File: src/rtl/modulator_3lpwm.sv
// Level-shifted 3-level PWM for one leg: triangular carrier, shadowed reference, dwell-limited N/Z/P FSM.
// v_lev and sync lag the carrier count by one cycle; no backpressure, ce=0 freezes every register.
module modulator_3lpwm #(
  parameter int CW          = 16,
  parameter int RW          = 16,
  parameter int UPDATE_MODE = 0
) (
  input  logic                 clk,
  input  logic                 rst,
  input  logic                 ce,
  input  logic                 en,
  input  logic [CW-1:0]        period,
  input  logic signed [RW-1:0] mod_ref,
  input  logic                 ref_valid,
  input  logic [7:0]           t_min,
  output logic [1:0]           v_lev,
  output logic                 sync,
  output logic                 lev_busy
);

  localparam logic [1:0] LV_N = 2'b00;
  localparam logic [1:0] LV_Z = 2'b01;
  localparam logic [1:0] LV_P = 2'b10;

  // Wide enough for |most-negative ref| and for P+1.
  localparam int MW = ((RW > CW + 1) ? RW : CW + 1) + 1;

  logic [CW-1:0]        cnt;
  logic                 dir_dn;
  logic signed [RW-1:0] ref_pend;
  logic signed [RW-1:0] ref_act;
  logic [CW-1:0]        per_pend;
  logic [CW-1:0]        per_act;
  logic [7:0]           dwell;
  logic [1:0]           state;

  logic [CW-1:0]        period_fix;
  logic [CW-1:0]        per_m1;
  logic                 valley;
  logic                 peak;
  logic                 load;
  logic [CW-1:0]        cnt_nx;
  logic                 dir_nx;

  logic signed [MW-1:0] ref_sx;
  logic [MW-1:0]        mag;
  logic [MW-1:0]        lim;
  logic [MW-1:0]        m_sat;
  logic [MW-1:0]        cnt_x;
  logic                 ref_pos;
  logic                 ref_neg;
  logic [1:0]           req;

  logic [7:0]           t_dw;
  logic [1:0]           state_nx;
  logic [7:0]           dwell_nx;

  assign period_fix = (period < CW'(2)) ? CW'(2) : period;
  assign per_m1     = per_act - CW'(1);
  assign valley     = !dir_dn && (cnt == '0);
  assign peak       = (cnt == per_act);
  assign load       = valley || ((UPDATE_MODE != 0) && peak);

  // Compares use >= / <= so a shrunken period at a peak load cannot overrun the turn points.
  always_comb begin
    cnt_nx = cnt;
    dir_nx = dir_dn;
    if (!dir_dn) begin
      if (cnt >= per_m1) begin
        cnt_nx = per_act;
        dir_nx = 1'b1;
      end else begin
        cnt_nx = cnt + CW'(1);
      end
    end else begin
      if (cnt <= CW'(1)) begin
        cnt_nx = '0;
        dir_nx = 1'b0;
      end else begin
        cnt_nx = cnt - CW'(1);
      end
    end
  end

  assign ref_sx  = {{(MW-RW){ref_act[RW-1]}}, ref_act};
  assign mag     = ref_sx[MW-1] ? MW'(-ref_sx) : MW'(ref_sx);
  assign lim     = {{(MW-CW){1'b0}}, per_act} + MW'(1);
  assign m_sat   = (mag > lim) ? lim : mag;
  assign cnt_x   = {{(MW-CW){1'b0}}, cnt};
  assign ref_neg = ref_act[RW-1];
  assign ref_pos = !ref_act[RW-1] && (ref_act != '0);

  always_comb begin
    req = LV_Z;
    if (ref_pos && (m_sat > cnt_x)) begin
      req = LV_P;
    end else if (ref_neg && (m_sat > cnt_x)) begin
      req = LV_N;
    end
  end

  assign t_dw = (t_min == 8'd0) ? 8'd0 : t_min - 8'd1;

  // A P<->N request detours through Z so the leg decoder never sees a two-level jump.
  always_comb begin
    state_nx = state;
    dwell_nx = dwell;
    if (dwell != 8'd0) begin
      dwell_nx = dwell - 8'd1;
    end else if (req != state) begin
      dwell_nx = t_dw;
      if (((state == LV_P) && (req == LV_N)) || ((state == LV_N) && (req == LV_P))) begin
        state_nx = LV_Z;
      end else begin
        state_nx = req;
      end
    end
  end

  always_ff @(posedge clk or negedge rst) begin
    if (!rst) begin
      cnt      <= '0;
      dir_dn   <= 1'b0;
      ref_pend <= '0;
      ref_act  <= '0;
      per_pend <= CW'(2);
      per_act  <= CW'(2);
      dwell    <= 8'd0;
      state    <= LV_Z;
      sync     <= 1'b0;
    end else if (ce) begin
      if (ref_valid) begin
        ref_pend <= mod_ref;
        per_pend <= period_fix;
      end
      if (!en) begin
        cnt    <= '0;
        dir_dn <= 1'b0;
        dwell  <= 8'd0;
        state  <= LV_Z;
        sync   <= 1'b0;
      end else begin
        cnt    <= cnt_nx;
        dir_dn <= dir_nx;
        dwell  <= dwell_nx;
        state  <= state_nx;
        sync   <= valley;
        if (load) begin
          ref_act <= ref_pend;
          per_act <= per_pend;
        end
      end
    end
  end

  assign v_lev    = state;
  assign lev_busy = (dwell != 8'd0);

endmodule

File: config.mk
export PLATFORM = sky130hd
export DESIGN_NAME = modulator_3lpwm
export DESIGN_NICKNAME = d
export VERILOG_FILES = /design/src/rtl/modulator_3lpwm.sv
export SDC_FILE = /design/constraint.sdc
export NUM_CORES = 1
export LEC_CHECK = 0
export CELL_PAD_IN_SITES_DETAIL_PLACEMENT = 1
export CELL_PAD_IN_SITES_GLOBAL_PLACEMENT = 2
export CORE_UTILIZATION = 38
export CTS_BUF_LIST = sky130_fd_sc_hd__clkbuf_16
export CTS_CLUSTER_DIAMETER = 200
export DETAILED_ROUTE_END_ITERATION = 7
export PLACE_DENSITY_LB_ADDON = 0.1
export SKIP_LAST_GASP = 1
export SLEW_MARGIN = 10
export SYNTH_ARGS = -nofsm -noshare
export SYNTH_HDL_FRONTEND = slang
export SYNTH_SLANG_ARGS = --single-unit
File: constraint.sdc
create_clock -name clk -period 6.82 [get_ports clk]
set_input_delay 1.364 -clock clk [delete_from_list [all_inputs] [get_ports clk]]
set_output_delay 1.364 -clock clk [all_outputs]
set_load 0.005 [all_outputs]
==> impl_metrics.ini <==
[synth]
synth_top_family_by_area = simple AND/OR/NAND/NOR gates
synth_xor_xnor_area_share_pct = 7.356
yosys_warnings = 0
synthesized_netlist_cell_count = 741
synth_edf_count = 0
seq_area_frac_synth_pct = 33.39
dominantRegCellSynth = sky130_fd_sc_hd__dfrtp_1
synth_area_per_cell_um2 = 9.319
synth_fa_ha_area_share_pct = 10.69
synth_compound_gate_area_share_pct = 15.66
synthesis.area_mm2 = 0.006905
post_synth_and_or_nand_nor_area_fraction_pct = 16.13
ys_seq_elements = 92
async_s_r_ff_share_synth_pct = 100.0
syn_nets = 845
synth_mux_area_share_pct = 12.41
synth.lib_cells_used.distinct = 69

[layout]
final_layout_size_suffix_gt1_share_pct = 15.24
final_common_cell = sky130_fd_sc_hd__dfrtp_1
n_antenna_cell = 0
final_net_count = 880
final_cell_mix = 89 x sky130_fd_sc_hd__dfrtp_1, 68 x sky130_fd_sc_hd__mux2_2, 62 x sky130_fd_sc_hd__nand2_1
post-route-util_pct = 45.25
area_growth_syn_to_layout_pct = 14.91

[timing]
setup_violations = 0
min_period_ns = 6.168
setup-tns-final_ns = 0
max_slew_violations = 0
max_transition_margin_pct = 32.59
timing.final.hold_violations = 0
clock-skew-final_ns = 0.01207
achievable-frequency_mhz = 162.1
rsz0062_at_grt = no
final.period_utilization_pct = 90.45
timing_worst_slew_pin_value_ns = 1.011

[worst_setup_path]
crit_family = compound AO/OA/AOI/OAI gates
data_required_time_at_the_worst_endpoint_ns = 7.05
worstPathMaxFanout = 14
timing.critical_path.slowest_stage_cell = sky130_fd_sc_hd__or4_4
critPathMaxStageDelay_ns = 0.58
critical_path.startpoint_type = flop
timing.critical_path.to_type = flop
timing_worst_setup_path_type = flop to flop
crit_path_cell_trace = or4_4, or3_1, o21ai_0, xnor2_1, ha_1, nand4_1, a211oi_1, a2111o_1, a211oi_1, nor2_1, buf_4, o21a_1, ha_1, nand4_1, or3_1, o31a_1, a22oi_1, o31a_1, o31ai_2, a41oi_4, mux2_4
cp.buffers_inverters = 1
worst-endpoint-arrival_ns = 6.40

[floorplanning]
floorplan.initialDensity_pct = 39.38
floorplan.core_area_mm2 = 0.01754
floorplan.die.height_um = 136.8
fp-row-count = 48
top_level_ports = 49
floorplan.die_area_mm2 = 0.01872
die_width_um = 136.8

[clock_tree]
tritoncts.num_buffers = 9
cts_repair_resize_count = 0
postCtsSetupBuffers = 0
clk_transition_reported_paths_ns = 0.08
clk_latency_ns = 0.36
cts-hold-fix-buffers = 0
htree_levels = 3
tritoncts_num_sinks = 92
cts_buffer_depth = 2
cts_root_buf = sky130_fd_sc_hd__clkbuf_16
tritoncts = yes

[global_routing]
grt_max_degree = 53
grt_pass1_vias = 6204
wire_length_of_the_first_global_routing_pass_um = 34150
track_usage_pct = 24.15
grt-ovfl-total = 0
antenna_found_initial = 0

[detailed_routing]
detail-route-antenna-nets = 0
avgRoutedWirePerCell_um = 20.81
vias_per_cell = 5.766
drc = 0
postRouteWirelength_um = 20940
route.vias.total = 5801
detail_route.iter0.violations = 176
firstDrtPassIters = 4

[placed_design]
finalWeightedCongestion = 0.8594
port_buffers = 48
detailedPlacementHpwl_um = 16190

[job]
max_cap_viol_count = 0

[power]
power_density_cells_mw_per_mm2 = 502.6
ir_worst_vdd_mv = 0.1879
p_leak_nw = 3.312

[run_status]
outcome = completed

[min_path]
hold_path.class = flop to flop
## final cells by class
class / instances / area (um2)
inverters: 38 / 142.6
clock buffers: 9 / 225.2
repair buffers: 62 / 583.1
well taps: 225 / 281.5
multi-input cells: 573 / 4305
flip-flops and latches: 92 / 2306
clock inverters: 7 / 91.34
fillers: 2005 / 9602
## flip-flops by register name (all words and copies together) (netlist names)
register,count
per_act,16
ref_act,16
dir_dn,1
sync,1
cnt,16
per_pend,16
v_lev,2
dwell,8
ref_pend,16
## cells in the mapped netlist, types with 4 or more instances
master / n / area (um2)
sky130_fd_sc_hd__a31oi_1: 8 / 50.05
sky130_fd_sc_hd__o21ai_0: 38 / 190.2
sky130_fd_sc_hd__and2_1: 7 / 43.79
sky130_fd_sc_hd__inv_1: 38 / 142.6
sky130_fd_sc_hd__dfrtp_1: 89 / 2227
sky130_fd_sc_hd__o31ai_1: 5 / 37.54
sky130_fd_sc_hd__nand2_1: 62 / 232.7
sky130_fd_sc_hd__nor4_1: 11 / 68.82
sky130_fd_sc_hd__buf_1: 6 / 22.52
sky130_fd_sc_hd__nand4_1: 14 / 87.58
sky130_fd_sc_hd__clkbuf_1: 24 / 90.09
sky130_fd_sc_hd__mux2_2: 68 / 765.7
sky130_fd_sc_hd__nor3_1: 22 / 110.1
sky130_fd_sc_hd__buf_2: 7 / 35.03
sky130_fd_sc_hd__o21a_1: 12 / 90.09
sky130_fd_sc_hd__a211oi_1: 5 / 37.54
sky130_fd_sc_hd__and3_1: 5 / 31.28
sky130_fd_sc_hd__or4_1: 4 / 30.03
sky130_fd_sc_hd__xor2_1: 16 / 140.1
sky130_fd_sc_hd__mux2i_1: 5 / 50.05
sky130_fd_sc_hd__o211ai_1: 6 / 45.04
sky130_fd_sc_hd__nor2_1: 42 / 157.7
sky130_fd_sc_hd__or3_1: 8 / 50.05
sky130_fd_sc_hd__nand2b_1: 10 / 62.56
sky130_fd_sc_hd__nand3_1: 17 / 85.08
sky130_fd_sc_hd__ha_1: 59 / 738.2
sky130_fd_sc_hd__a22o_1: 6 / 52.55
sky130_fd_sc_hd__xnor2_1: 42 / 367.9
sky130_fd_sc_hd__o22ai_1: 10 / 62.56
sky130_fd_sc_hd__a21oi_1: 31 / 155.2
sky130_fd_sc_hd__a21o_1: 7 / 52.55
## per-stage QoR
| step | hold WS [ns] | instance area (um2) | worst slack, ns | cells | total power [mW] |
|---|---|---|---|---|---|
| floorplan | 0.4460 | 6905 | 1.266 | 741 | 2.694 |
| global placement | 0.4675 | 7619 | 0.8287 | 990 | 3.316 |
| detailed placement | 0.4812 | 7619 | 0.6630 | 990 | 3.458 |
| CTS | 0.4911 | 7935 | 0.6375 | 1006 | 4.011 |
| global route | 0.5066 | 7935 | 0.3381 | 1006 | 4.351 |
| finish | 0.4806 | 7935 | 0.6516 | 1006 | 3.988 |
## power by group
group / total (mW) / switching (mW) / leakage, nW / internal, mW
logic: 2.42 / 1.37 / 2.02 / 1.05
registers: 1.04 / 0.305 / 1.14 / 0.731
clock network: 0.531 / 0.267 / 0.152 / 0.264
## cell families (layout without fill, tap and decap cells)
kind of cell             after synthesis  after routing
other                                  1              1
flip-flops                            92             92
AO/OA/AOI/OAI                        159            159
multiplexers                          76             76
XOR/XNOR                              58             58
adder cells (fa/ha/maj)               59             59
buffers and inverters                 76            116
AND/OR/NAND/NOR                      220            220
## final timing paths
| path | start | endpoint | slack (ns) | cells past startpoint |
|---|---|---|---|---|
| setup / recovery | ref_act[6] | dwell[1] | 0.65 | 21 |
| hold / removal | ref_pend[9] | ref_act[9] | 0.48 | 1 |
| setup reg to reg | ref_act[6] | dwell[1] | 0.65 | 21 |
| hold reg to reg | ref_pend[9] | ref_act[9] | 0.48 | 1 |
| max in group asynchronous | rst | per_act[8] | 4.70 | 2 |
| min in group asynchronous | rst | cnt[4] | 1.00 | 1 |
## routing by layer
layer / track usage [%] / wire length, um / vias to the layer above
li1: - / - / 2763
met1: 32.56 / 9983 / 2934
met2: 40.27 / 10070 / 88
met3: 4.000 / 606 / 16
met4: 5.617 / 276 / 0
met5: 0 / 0 / -
Power figures use the tool's default switching activity.
